## src/rtl/tile_sched_pkg.sv

```systemverilog
// tile_sched_pkg
// Shared types for the tile scheduler: per-tile state encoding, the queued
// job descriptor, and a round-robin "first requester at or after ptr" picker
// used by both the dispatch and completion arbiters.
package tile_sched_pkg;

  localparam int JOB_ID_W = 4;
  localparam int RR_MAX   = 32;
  localparam int RR_W     = 5;

  typedef enum logic [2:0] {
    IDLE    = 3'd0,
    START   = 3'd1,
    RUN     = 3'd2,
    DRAIN   = 3'd3,
    RELEASE = 3'd4
  } tile_state_e;

  typedef struct packed {
    logic [JOB_ID_W-1:0] id;
    logic                mode;
  } job_t;

  // Returns the index of the first set bit of req[n-1:0] found searching
  // upward from ptr (wrapping), or -1 when nothing is requested. Scanning the
  // offsets from high to low lets the smallest offset overwrite the result.
  function automatic int rr_first(input logic [RR_MAX-1:0] req,
                                  input int ptr, input int n);
    int idx;
    rr_first = -1;
    for (int k = n - 1; k >= 0; k--) begin
      idx = (ptr + k) % n;
      if (req[idx[RR_W-1:0]]) rr_first = idx;
    end
  endfunction

endpackage

```

## src/rtl/job_fifo.sv

```systemverilog
// job_fifo
// Synchronous FIFO of job descriptors. Pushes while full and pops while
// empty are ignored. Read data is the head entry, valid whenever !empty_o.
// Ports:
//   clk, reset        clock, synchronous active-high reset (empties queue)
//   push_i, wdata_i   enqueue request and descriptor
//   pop_i             dequeue the head entry
//   rdata_o           head entry
//   full_o, empty_o   occupancy flags
module job_fifo
  import tile_sched_pkg::*;
#(
  parameter int DEPTH = 8
) (
  input  logic clk,
  input  logic reset,
  input  logic push_i,
  input  job_t wdata_i,
  input  logic pop_i,
  output job_t rdata_o,
  output logic full_o,
  output logic empty_o
);

  localparam int AW = $clog2(DEPTH);

  // One extra pointer bit distinguishes full from empty.
  logic [AW:0] wr_q, rd_q;
  job_t        mem_q [DEPTH];

  assign empty_o = (wr_q == rd_q);
  assign full_o  = (wr_q[AW] != rd_q[AW]) && (wr_q[AW-1:0] == rd_q[AW-1:0]);
  assign rdata_o = mem_q[rd_q[AW-1:0]];

  always_ff @(posedge clk) begin
    if (reset) begin
      wr_q <= '0;
      rd_q <= '0;
    end else begin
      if (push_i && !full_o) begin
        mem_q[wr_q[AW-1:0]] <= wdata_i;
        wr_q                <= wr_q + 1'b1;
      end
      if (pop_i && !empty_o) begin
        rd_q <= rd_q + 1'b1;
      end
    end
  end

endmodule

```

## src/rtl/tile_scheduler.sv

```systemverilog
// tile_scheduler
// Queues PE job descriptors and dispatches them round-robin to idle tiles,
// tracks each tile through its job, and funnels tile completions through a
// single registered completion slot.
// Ports:
//   clk, reset                  clock, synchronous active-high reset
//   job_valid/job_ready         job descriptor handshake (job_id, job_mode)
//   tile_idle, tile_done        per-tile im2col idle / result-ready inputs
//   tile_start                  per-tile start pulse
//   tile_mode                   per-tile PE mode while the job is held
//   tile_output_taken           per-tile release pulse
//   cmp_valid/cmp_ready         completion handshake (cmp_id, cmp_tile)
//   busy                        queue non-empty or any tile not IDLE
//
// Per-tile FSM:
//   state   | meaning
//   IDLE    | free; may receive a dispatch when tile_idle is high
//   START   | tile_start pulse, job id/mode latched
//   RUN     | waiting for tile_done
//   DRAIN   | result ready, waiting for completion handshake
//   RELEASE | tile_output_taken pulse
module tile_scheduler
  import tile_sched_pkg::*;
#(
  parameter int tile      = 4,
  parameter int JOB_DEPTH = 8,
  parameter int ID_WIDTH  = JOB_ID_W,
  parameter int TILE_W    = $clog2(tile)
) (
  input  logic                clk,
  input  logic                reset,
  input  logic                job_valid,
  output logic                job_ready,
  input  logic [ID_WIDTH-1:0] job_id,
  input  logic                job_mode,
  input  logic [tile-1:0]     tile_idle,
  input  logic [tile-1:0]     tile_done,
  output logic [tile-1:0]     tile_start,
  output logic [tile-1:0]     tile_mode,
  output logic [tile-1:0]     tile_output_taken,
  output logic                cmp_valid,
  input  logic                cmp_ready,
  output logic [ID_WIDTH-1:0] cmp_id,
  output logic [TILE_W-1:0]   cmp_tile,
  output logic                busy
);

  function automatic logic [TILE_W-1:0] ptr_inc(input logic [TILE_W-1:0] p);
    return (p == TILE_W'(tile - 1)) ? '0 : p + TILE_W'(1);
  endfunction

  job_t                push_job, head_job;
  logic                fifo_full, fifo_empty;

  logic [tile-1:0]     st_idle, st_drain;
  logic [ID_WIDTH-1:0] run_id [tile];

  logic [TILE_W-1:0]   disp_ptr_q, disp_ptr_d;
  logic [RR_MAX-1:0]   disp_req;
  int                  disp_pick;
  logic                disp_fire;
  logic [TILE_W-1:0]   disp_idx;

  logic                cmp_valid_q, cmp_valid_d;
  logic [ID_WIDTH-1:0] cmp_id_q, cmp_id_d;
  logic [TILE_W-1:0]   cmp_tile_q, cmp_tile_d;
  logic [TILE_W-1:0]   cmp_ptr_q, cmp_ptr_d;
  logic [RR_MAX-1:0]   cmp_req;
  int                  cmp_pick;
  logic                cmp_fire;

  assign push_job  = '{id: job_id, mode: job_mode};
  assign job_ready = !fifo_full;

  job_fifo #(.DEPTH(JOB_DEPTH)) u_job_fifo (
    .clk     (clk),
    .reset   (reset),
    .push_i  (job_valid),
    .wdata_i (push_job),
    .pop_i   (disp_fire),
    .rdata_o (head_job),
    .full_o  (fifo_full),
    .empty_o (fifo_empty)
  );

  // Dispatch arbiter: head of queue to the next eligible tile from disp_ptr.
  always_comb begin
    disp_req             = '0;
    disp_req[tile-1:0]   = st_idle & tile_idle;
    disp_pick            = rr_first(disp_req, int'(disp_ptr_q), tile);
    disp_fire            = !fifo_empty && (disp_pick >= 0);
    disp_idx             = disp_pick[TILE_W-1:0];
    disp_ptr_d           = disp_ptr_q;
    if (disp_fire) disp_ptr_d = ptr_inc(disp_idx);
  end

  // Completion slot. The tile currently held in the slot stays in DRAIN until
  // its handshake, so it is masked out to avoid reporting it twice. On an
  // accepting cycle the search already starts past the tile being accepted,
  // which keeps back-to-back completions at one per cycle.
  always_comb begin
    cmp_fire = cmp_valid_q && cmp_ready;
    cmp_req  = '0;
    for (int t = 0; t < tile; t++) begin
      cmp_req[t] = st_drain[t] && !(cmp_valid_q && (cmp_tile_q == TILE_W'(t)));
    end
    cmp_ptr_d   = cmp_fire ? ptr_inc(cmp_tile_q) : cmp_ptr_q;
    cmp_pick    = rr_first(cmp_req, int'(cmp_ptr_d), tile);
    cmp_valid_d = cmp_valid_q;
    cmp_id_d    = cmp_id_q;
    cmp_tile_d  = cmp_tile_q;
    if (!cmp_valid_q || cmp_ready) begin
      cmp_valid_d = (cmp_pick >= 0);
      if (cmp_pick >= 0) begin
        cmp_tile_d = cmp_pick[TILE_W-1:0];
        cmp_id_d   = run_id[cmp_pick[TILE_W-1:0]];
      end
    end
  end

  always_ff @(posedge clk) begin
    if (reset) begin
      disp_ptr_q  <= '0;
      cmp_ptr_q   <= '0;
      cmp_valid_q <= 1'b0;
      cmp_id_q    <= '0;
      cmp_tile_q  <= '0;
    end else begin
      disp_ptr_q  <= disp_ptr_d;
      cmp_ptr_q   <= cmp_ptr_d;
      cmp_valid_q <= cmp_valid_d;
      cmp_id_q    <= cmp_id_d;
      cmp_tile_q  <= cmp_tile_d;
    end
  end

  for (genvar g = 0; g < tile; g++) begin : g_tile
    tile_state_e state_q, state_d;
    job_t        job_q;
    logic        disp_here;

    assign disp_here = disp_fire && (disp_idx == TILE_W'(g));

    always_comb begin
      state_d = state_q;
      unique case (state_q)
        IDLE:    if (disp_here) state_d = START;
        START:   state_d = RUN;
        RUN:     if (tile_done[g]) state_d = DRAIN;
        DRAIN:   if (cmp_fire && (cmp_tile_q == TILE_W'(g))) state_d = RELEASE;
        RELEASE: state_d = IDLE;
        default: state_d = IDLE;
      endcase
    end

    always_ff @(posedge clk) begin
      if (reset) begin
        state_q <= IDLE;
        job_q   <= '0;
      end else begin
        state_q <= state_d;
        if (disp_here) job_q <= head_job;
      end
    end

    assign st_idle[g]           = (state_q == IDLE);
    assign st_drain[g]          = (state_q == DRAIN);
    assign tile_start[g]        = (state_q == START);
    assign tile_output_taken[g] = (state_q == RELEASE);
    assign tile_mode[g]         = ((state_q == START) || (state_q == RUN) ||
                                   (state_q == DRAIN)) ? job_q.mode : 1'b0;
    assign run_id[g]            = job_q.id;
  end

  assign cmp_valid = cmp_valid_q;
  assign cmp_id    = cmp_id_q;
  assign cmp_tile  = cmp_tile_q;
  assign busy      = !fifo_empty || (st_idle != '1);

endmodule

```

## config.mk

```make
export PLATFORM = sky130hd
export DESIGN_NAME = tile_scheduler
export DESIGN_NICKNAME = d
export VERILOG_FILES = /design/src/rtl/tile_sched_pkg.sv /design/src/rtl/job_fifo.sv /design/src/rtl/tile_scheduler.sv
export SDC_FILE = /design/constraint.sdc
export NUM_CORES = 1
export LEC_CHECK = 0
export CORE_ASPECT_RATIO = 1.2
export CORE_UTILIZATION = 49
export CTS_BUF_LIST = sky130_fd_sc_hd__clkbuf_4
export DETAILED_ROUTE_END_ITERATION = 6
export HOLD_SLACK_MARGIN = 0.15
export PLACE_DENSITY_LB_ADDON = 0.12
export SLEW_MARGIN = 30
export SYNTH_ARGS = -nofsm -noshare
export SYNTH_HDL_FRONTEND = slang
export SYNTH_SLANG_ARGS = --single-unit
```

## constraint.sdc

```tcl
create_clock -name clk -period 6.6 [get_ports clk]
set_clock_uncertainty 0.05 [all_clocks]
set_input_delay 1.32 -clock clk [delete_from_list [all_inputs] [get_ports clk]]
set_output_delay 1.32 -clock clk [all_outputs]
set_load 0.005 [all_outputs]
```

==> results of run 1 <==
[worst reg2reg max path, stage by stage, from the launching register on]
cell	delay, ns
dfxtp_1	0.44
or4b_4	0.56
o21ai_0	0.22
a21oi_1	0.10
o21ai_0	0.29
ha_1	0.36
nand3_1	0.26
o21ai_0	0.22
nand2b_1	0.07
a211oi_1	0.19
[registers in the layout, summed over array words and instances, names as in the netlist, 4 cells and up, named ones only]
name and cells:
u_job_fifo.mem_q 40, g_tile.job_q 20, g_tile.state_q 12, cmp_id 4, u_job_fifo.rd_q 4, u_job_fifo.wr_q 4
[power breakdown]
part           switching [uW]  total (uW)  internal [uW]
logic                     327         623            296
registers                 112         813            701
clock network             203         323            120
[per-layer routing]
layer  GRT usage  up-vias
li1            -     1518
met1       0.248     1427
met2       0.339       57
met3      0.0251       17
met4      0.0933        0
met5           0        -
[cells by family (layout without fill, tap and decap cells)]
logic type,Yosys count,count (layout)
muxes,27,27
xor gates and xnor gates,9,9
adders and majority gates,10,10
DFF,94,94
buffers and inverters,27,59
and+or+nand+nor,163,163
AOI/OAI and AO/OA,63,63
[area by class of cell]
type | count | area, um2 | share of cell area
Multi-Input combinational cell | 272 | 1930 | 0.393
Clock buffer | 9 | 67.6 | 0.0138
Inverter | 4 | 15.0 | 0.00307
Clock inverter | 7 | 78.8 | 0.0161
Sequential cell | 94 | 2280 | 0.466
Tap cell | 117 | 146 | 0.0299
Timing Repair Buffer | 39 | 380 | 0.0777
[per-stage QoR]
| stage | hold slack, ns | utilization | instances | cell area, um2 | total power, uW |
|---|---|---|---|---|---|
| global placement | 0.433 | 0.550 | 525 | 4740 | 1440 |
| global route | 0.495 | 0.569 | 542 | 4900 | 1880 |
| floorplan | 0.420 | - | 393 | 4360 | 1290 |
| CTS | 0.464 | 0.568 | 541 | 4890 | 1770 |
| finish | 0.464 | 0.569 | 542 | 4900 | 1760 |
| detailed placement | 0.443 | 0.551 | 525 | 4740 | 1450 |
[worst paths after layout]
| check | start | cells past startpoint | end | slack (ns) |
|---|---|---|---|---|
| hold reg to reg | u_job_fifo.wr_q[3] | 2 | u_job_fifo.wr_q[3] | 0.46 |
| setup / recovery | tile_idle[2] | 10 | g_tile[2].state_q[0] | 2.85 |
| hold / removal | u_job_fifo.wr_q[3] | 2 | u_job_fifo.wr_q[3] | 0.46 |
| setup reg to reg | g_tile[2].state_q[2] | 9 | g_tile[2].state_q[0] | 3.76 |
[Yosys cell counts (2+ instances only)]
cell,number,area share
ha_1,10,0.029
nand3b_1,6,0.010
o21ai_0,7,0.0080
dfxtp_1,54,0.25
o22ai_1,3,0.0043
or4b_4,3,0.0095
mux2i_1,12,0.028
and2_1,7,0.010
buf_4,3,0.0052
mux4_2,10,0.052
nand2b_1,6,0.0086
inv_1,4,0.0034
nor4_1,7,0.010
nand2_1,18,0.015
a211o_1,3,0.0060
buf_6,5,0.013
nor3_1,26,0.030
nor2_1,48,0.041
xor2_1,4,0.0080
xnor2_1,5,0.010
a21oi_1,26,0.030
a31oi_1,2,0.0029
nor2b_1,3,0.0043
nand4_1,2,0.0029
edfxtp_1,40,0.28
a211oi_1,8,0.014
nor3b_1,10,0.017
and3b_1,2,0.0040
clkbuf_1,7,0.0060
nand3_1,14,0.016
buf_2,7,0.0080
a211oi_2,2,0.0057
mux2_2,5,0.013
or2_2,2,0.0029
o221ai_1,4,0.0080
==> flow_metrics.env, run 1 <==
export IMPL_status="completed"
export IMPL_synth_simple_area_share=0.201
export IMPL_place_gp_congestion=0.806
export IMPL_insertion_delay_ns=0.45
export IMPL_cts_htree_levels=3
export IMPL_layout_setup_ws_ns=2.85
export IMPL_portBuffers=37
export IMPL_core_um2=8610
export IMPL_cts_setup_buffers=0
export IMPL_overflow=0
export IMPL_drv_cap=0
export IMPL_die_area_um2=9280
export IMPL_cts_buffer_depth=2
export IMPL_hpwl_um=6120
export IMPL_critPathBufInv=1
export IMPL_met1_length_um=3810
export IMPL_cts_root_buf="clkbuf_4"
export IMPL_required_ns=6.91
export IMPL_path_cells="clkdlybuf4s50_1 > or4b_4 > o21ai_0 > a21oi_1 > o21ai_0 > ha_1 > nand3_1 > o21ai_0 > nand2b_1 > a211oi_1"
export IMPL_io_pins=38
export IMPL_drive_gt1_frac=0.111
export IMPL_detail_route_antenna_nets=0
export IMPL_numCtsBuffers=9
export IMPL_peakVddDrop_mv=0.177
export IMPL_yosys_warnings=0
export IMPL_layout_commonest_cell="dfxtp_1"
export IMPL_ys_ff_latch=94
export IMPL_crit_top_cell="o21ai_0"
export IMPL_synth_top_family_by_area="simple AND/OR/NAND/NOR gates"
export IMPL_synth_main_ff_cell="dfxtp_1"
export IMPL_most_common_layout_cells="dfxtp_1, nor2_1, edfxtp_1"
export IMPL_pre_cts_slack_ns=2.43
export IMPL_final_setup_viol_count=0
export IMPL_cts_tree="built"
export IMPL_netlist_instances=393
export IMPL_grt_pass1_vias=2861
export IMPL_antenna_cells=0
export IMPL_tns_ns=0
export IMPL_drt_iter0_markers=139
export IMPL_wl_per_cell_um=16.0
export IMPL_worstSetupPathType="in2reg"
export IMPL_post_cts_resized=0
export IMPL_synthXorXnorAreaFrac=0.0181
export IMPL_fp_dieH_um=105
export IMPL_postCtsHoldBufs=0
export IMPL_path_delay_family="compound AO/OA/AOI/OAI gates"
export IMPL_synth_area_um2=4360
export IMPL_crit_path_max_incr_delay_ns=0.52
export IMPL_grt_max_degree=57
export IMPL_start_kind="input port"
export IMPL_cp_slowest_cell="or4b_4"
export IMPL_via_count=3019
export IMPL_fillers=759
export IMPL_fmax_mhz=267
export IMPL_dr_pass1_iters=4
export IMPL_num_rows=37
export IMPL_p_leak_uw=0.00162
export IMPL_synth_seq_area_share=0.523
export IMPL_drt_wl_total_um=8650
export IMPL_cp_max_fo=6
export IMPL_area_delta_synth_final_pct=12.3
export IMPL_max_slew_worst_pin_slew_ns=0.844
export IMPL_fin_crit_ns=3.75
export IMPL_wl_met3_um=237
export IMPL_wl_met2_um=4430
export IMPL_synthAdderAreaFrac=0.0287
export IMPL_synth_net_count=420
export IMPL_syn_avg_cell_area_um2=11.1
export IMPL_powerDensity_nw_per_um2=359
export IMPL_start_util=0.507
export IMPL_die_width_um=88.1
export IMPL_maxSlewViolCount=0
export IMPL_synthDistinctLibCells=53
export IMPL_async_flop_share=0
export IMPL_synth_area_mux_share=0.0921
export IMPL_cts_sinks=94
export IMPL_antenna_found_initial=0
export IMPL_drc=0
export IMPL_worst_ep_arrival_time_ns=4.06
export IMPL_groute_usage_overall=0.199
export IMPL_cts_clk_slew_worst_paths_ns=0.14
export IMPL_worst_hold_path_type="reg2reg"
export IMPL_highest_layer="met4"
export IMPL_finalCritPeriodShare=0.568
export IMPL_synth_compound_area_share=0.100
export IMPL_slew_headroom=0.436
export IMPL_synth_edff_count=40
export IMPL_grt_pass1_wl_um=14000
export IMPL_finalHoldViolCount=0
export IMPL_vias_per_cell=5.57
export IMPL_rsz0062_at_grt="false"
export IMPL_end_kind="flop"
export IMPL_nets=447
Note: power is estimated with default switching activity, not from simulation.
==> inputs of run 2 (changes only) <==
==> constraint.sdc (replaced) <==
create_clock -name clk -period 3.7 [get_ports clk]
set_clock_uncertainty 0.05 [all_clocks]
set_input_delay 0.74 -clock clk [delete_from_list [all_inputs] [get_ports clk]]
set_output_delay 0.74 -clock clk [all_outputs]
set_load 0.005 [all_outputs]
==> run 2 against run 1 <==
Count of clock-buffer cells in the layout unchanged. Clock power up 67%. First-iteration DRC count up 10%. Utilization up 0.20 points. Via count up 0.96%. Worst hold slack better by 0.00077 ns. Critical path type is now reg2out. Flip-flop and latch count unchanged. Register-to-register slack worse by 2.8 ns. Combinational power up 78%. Total power up 77%. Sequential share of layout area down 0.17 points.
==> flow_metrics.env, run 2 (synthesized netlist as in run 1, its figures left out) <==
export IMPL_peakVddDrop_mv=0.337
export IMPL_drv_cap=0
export IMPL_fillers=783
export IMPL_wl_per_cell_um=16.5
export IMPL_max_slew_worst_pin_slew_ns=0.734
export IMPL_drt_wl_total_um=9000
export IMPL_worst_ep_arrival_time_ns=2.37
export IMPL_num_rows=37
export IMPL_power_uw=3110
export IMPL_core_um2=8610
export IMPL_most_common_layout_cells="dfxtp_1, nor2_1, edfxtp_1"
export IMPL_finalHoldViolCount=0
export IMPL_io_pins=38
export IMPL_worstSetupPathType="reg2out"
export IMPL_grt_max_degree=56
export IMPL_drt_iter0_markers=153
export IMPL_dr_pass1_iters=4
export IMPL_layout_commonest_cell="dfxtp_1"
export IMPL_powerDensity_nw_per_um2=632
export IMPL_cts_tree="built"
export IMPL_end_kind="output port"
export IMPL_via_count=3048
export IMPL_start_util=0.507
export IMPL_overflow=0
export IMPL_postCtsHoldBufs=0
export IMPL_grt_pass1_vias=3003
export IMPL_cts_buffer_depth=2
export IMPL_die_area_um2=9280
export IMPL_cts_sinks=94
export IMPL_largest_reg_flops=40
export IMPL_hpwl_um=6400
export IMPL_portBuffers=37
export IMPL_fmax_mhz=316
export IMPL_start_kind="flop"
export IMPL_groute_usage_overall=0.210
export IMPL_nets=451
export IMPL_p_leak_uw=0.00163
export IMPL_fin_crit_ns=3.16
export IMPL_antenna_found_initial=0
export IMPL_cts_htree_levels=3
export IMPL_status="completed"
export IMPL_cp_slowest_cell="dfxtp_1"
export IMPL_finalCritPeriodShare=0.854
export IMPL_path_cells="xnor2_1 > nand4b_1 > or2_2 > clkdlybuf4s50_1"
export IMPL_detail_route_antenna_nets=0
export IMPL_required_ns=2.91
export IMPL_drc=0
export IMPL_crit_path_max_incr_delay_ns=0.59
export IMPL_drive_gt1_frac=0.119
export IMPL_pre_cts_slack_ns=0.233
export IMPL_cp_max_fo=11
export IMPL_grt_pass1_wl_um=14700
export IMPL_insertion_delay_ns=0.43
export IMPL_numCtsBuffers=9
export IMPL_cts_setup_buffers=0
export IMPL_tns_ns=0
export IMPL_place_gp_congestion=0.807
export IMPL_maxSlewViolCount=0
export IMPL_cts_root_buf="clkbuf_4"
export IMPL_worst_hold_path_type="reg2reg"
export IMPL_die_width_um=88.1
export IMPL_final_setup_viol_count=0
export IMPL_vias_per_cell=5.58
export IMPL_post_cts_resized=0
export IMPL_cts_clk_slew_worst_paths_ns=0.16
export IMPL_fp_dieH_um=105
export IMPL_area_delta_synth_final_pct=12.7
export IMPL_antenna_cells=0
export IMPL_rsz0062_at_grt="false"
export IMPL_slew_headroom=0.507
export IMPL_layout_setup_ws_ns=0.539
run 2: cell count changes in the layout (fill, tap and decap cells not counted), sizes merged:
cell | previous run | this run
buf | 3 | 7
bufinv | 1 | 0
inv | 7 | 8
run 2: per-layer routing:
| metal | part of all wire | track usage | vias up |
|---|---|---|---|
| li1 | - | - | 1518 |
| met1 | 0.44 | 0.262 | 1456 |
| met2 | 0.51 | 0.352 | 60 |
| met3 | 0.025 | 0.0446 | 14 |
| met4 | 0.026 | 0.0829 | 0 |
| met5 | 0 | 0 | - |
run 2: path summary, 6_finish.rpt:
check	cells after the start	to	slack, ns	from
worst min-delay path	2	u_job_fifo.wr_q[3]	0.46	u_job_fifo.wr_q[3]
worst max register to register	9	g_tile[2].state_q[0]	0.92	g_tile[2].state_q[0]
worst min register to register	2	u_job_fifo.wr_q[3]	0.46	u_job_fifo.wr_q[3]
worst max-delay path	4	busy	0.54	u_job_fifo.wr_q[1]
run 2: final cells by class:
cell class	instances	area, um2	share of cell area
Clock buffer	9	67.6	0.0137
Clock inverter	7	72.6	0.0148
Inverter	4	15.0	0.00305
Multi-Input combinational cell	272	1920	0.391
Sequential cell	94	2280	0.464
Tap cell	117	146	0.0298
Timing Repair Buffer	43	410	0.0835
run 2: where the power goes:
part	switching, uW	internal [uW]
Sequential	205	1250
Combinational	582	531
Clock	380	159
run 2: per-stage QoR:
stage	hold slack (ns)	area, um2	std cells	utilization
global route	0.508	4910	546	0.571
global placement	0.428	4770	530	0.554
CTS	0.472	4910	546	0.571
detailed placement	0.440	4770	530	0.554
floorplan	0.420	4360	393	-
finish	0.465	4910	546	0.571
run 2: critical path, delay by kind of cell (launching register included):
family	cells	cell delay (ns)
simple gates	2	0.72
flops	1	0.59
xor+xnor	1	0.19
buf+inv	1	0.45
==> inputs of run 3 (changes only) <==
--- a/config.mk
+++ b/config.mk
@@ -10,7 +10,8 @@
 export CTS_BUF_LIST = sky130_fd_sc_hd__clkbuf_4
 export DETAILED_ROUTE_END_ITERATION = 6
 export HOLD_SLACK_MARGIN = 0.15
-export PLACE_DENSITY_LB_ADDON = 0.12
+export PLACE_DENSITY_LB_ADDON = 0.2
+export RECOVER_POWER = 50
 export SLEW_MARGIN = 30
 export SYNTH_ARGS = -nofsm -noshare
 export SYNTH_HDL_FRONTEND = slang
==> run 3 against run 2 <==
Clock power up 1%. Die area did not move. Global-route usage down 1.1 points. Combinational power hardly changed. Count of clock-buffer cells in the layout did not move. Wire length fell by 4.9%. Largest cell class unchanged. Non-clock buffer count stayed put. Critical endpoint unchanged. Via count rose by 0.30%. Final area fell by 0.23%. Sequential share of layout area up 0.11 points. Critical path depth is the same.
==> flow_metrics.env, run 3 (synthesized netlist as in run 1, its figures left out) <==
export IMPL_status="completed"
export IMPL_drc=0
export IMPL_groute_usage_overall=0.200
export IMPL_numCtsBuffers=9
export IMPL_core_um2=8610
export IMPL_hpwl_um=6030
export IMPL_final_area_um2=4900
export IMPL_cts_root_buf="clkbuf_4"
export IMPL_r2r_start="g_tile[2].state_q[0]"
export IMPL_tns_ns=0
export IMPL_critPathBufInv=1
export IMPL_r2r_end="g_tile[2].state_q[0]"
export IMPL_postCtsHoldBufs=0
export IMPL_start_util=0.507
export IMPL_finalHoldViolCount=0
export IMPL_fmax_mhz=319
export IMPL_final_setup_viol_count=0
export IMPL_portBuffers=37
export IMPL_worst_ep_arrival_time_ns=2.34
export IMPL_cts_tree="built"
export IMPL_reg2reg_slack_ns=0.89
export IMPL_layout_commonest_cell="dfxtp_1"
export IMPL_finalCritPeriodShare=0.847
export IMPL_die_area_um2=9280
export IMPL_start_kind="flop"
export IMPL_drt_wl_total_um=8550
export IMPL_cp_slowest_cell="dfxtp_1"
export IMPL_fin_util=0.569
export IMPL_required_ns=2.91
export IMPL_grt_pass1_vias=2920
export IMPL_maxSlewViolCount=0
export IMPL_path_cells="xnor2_1 > nand4b_1 > or2_2 > clkdlybuf4s50_1"
export IMPL_placed_area_um2=4770
export IMPL_crit_path_max_incr_delay_ns=0.55
export IMPL_most_common_layout_cells="dfxtp_1, nor2_1, edfxtp_1"
export IMPL_nets=451
export IMPL_grt_max_degree=56
export IMPL_max_slew_worst_pin_slew_ns=0.726
export IMPL_cts_clk_slew_worst_paths_ns=0.16
export IMPL_grt_pass1_wl_um=14000
export IMPL_overflow=0
export IMPL_antenna_found_initial=0
export IMPL_dr_pass1_iters=4
export IMPL_place_gp_congestion=0.821
export IMPL_pre_cts_slack_ns=0.226
export IMPL_holdPathEnd="g_tile[0].job_q[4]"
export IMPL_drive_gt1_frac=0.112
export IMPL_reg2reg_depth=9
export IMPL_powerDensity_nw_per_um2=634
export IMPL_layout_setup_ws_ns=0.567
export IMPL_area_delta_synth_final_pct=12.4
export IMPL_cts_htree_levels=3
export IMPL_peakVddDrop_mv=0.350
export IMPL_fp_dieH_um=105
export IMPL_hold_start="g_tile[0].job_q[4]"
export IMPL_vias_per_cell=5.60
export IMPL_worstSetupPathType="reg2out"
export IMPL_num_rows=37
export IMPL_cp_max_fo=11
export IMPL_detail_route_antenna_nets=0
export IMPL_io_pins=38
export IMPL_holdWs_ns=0.471
export IMPL_insertion_delay_ns=0.45
export IMPL_die_width_um=88.1
export IMPL_largest_reg_flops=40
export IMPL_p_leak_uw=0.00164
export IMPL_cts_sinks=94
export IMPL_wl_per_cell_um=15.7
export IMPL_rsz0062_at_grt="false"
export IMPL_holdPathStages=2
export IMPL_slew_headroom=0.512
export IMPL_post_cts_resized=0
export IMPL_drt_iter0_markers=200
export IMPL_worst_hold_path_type="reg2reg"
export IMPL_cts_buffer_depth=2
export IMPL_end_kind="output port"
export IMPL_fin_crit_ns=3.13
export IMPL_cts_setup_buffers=0
export IMPL_drv_cap=0
export IMPL_path_delay_family="simple AND/OR/NAND/NOR gates"
export IMPL_antenna_cells=0
export IMPL_via_count=3057
[run 3: changes by cell type in the layout (fill, tap and decap cells not counted), sizes merged]
| cell | previous run | this run |
|---|---|---|
| dlygate4sd3 | 0 | 10 |
| buf | 7 | 4 |
| clkbuf | 9 | 12 |
| clkdlybuf4s50 | 36 | 26 |
[run 3: routing by layer]
metal	vias up	track usage	wire, um
met5	-	0	0
met4	0	0.0864	149
met1	1443	0.241	3690
li1	1533	-	-
met2	67	0.347	4400
met3	14	0.0313	316
[run 3: worst register-to-register path, stage by stage, from the launching register on]
cell and delay (ns):
dfxtp_1 0.41, or4b_4 0.59, o21ai_0 0.19, a21oi_1 0.10, o21ai_0 0.36, ha_1 0.36
nand3_1 0.22, o21ai_0 0.21, nand2b_1 0.07, a211oi_1 0.18
[run 3: power by group]
part	switching (uW)	leakage (uW)	total, uW	internal [uW]
Sequential	203	0.000801	1450	1250
Combinational	582	0.000761	1110	528
Clock	387	0.0000737	546	159
[run 3: final cells by class]
class / count / area [um2]
repair buffers: 43 / 399
fillers: 753 / 3710
well taps: 117 / 146
clock inverters: 7 / 72.6
flip-flops and latches: 94 / 2280
clock buffers: 9 / 67.6
inverters: 4 / 15.0
multi-input cells: 272 / 1920
[run 3: how the worst max path moves through the flow]
stage / slack [ns] / start / depth (start not counted) / endpoint
floorplan: 1.03 / tile_idle[2] / 9 / g_tile[2].state_q[0]
global placement: 0.32 / tile_idle[2] / 10 / g_tile[2].state_q[0]
detailed placement: 0.23 / tile_idle[2] / 10 / g_tile[2].state_q[0]
CTS: 0.53 / u_job_fifo.wr_q[1] / 4 / busy
global route: 0.36 / tile_idle[2] / 10 / g_tile[2].state_q[0]
finish: 0.57 / u_job_fifo.wr_q[1] / 4 / busy
[run 3: per-stage QoR]
stage | std cells | power [uW]
2_1_floorplan | 393 | 2310
4_1_cts | 546 | 3130
5_1_grt | 546 | 3330
3_5_place_dp | 530 | 2580
3_3_place_gp | 530 | 2570
6_report | 546 | 3110
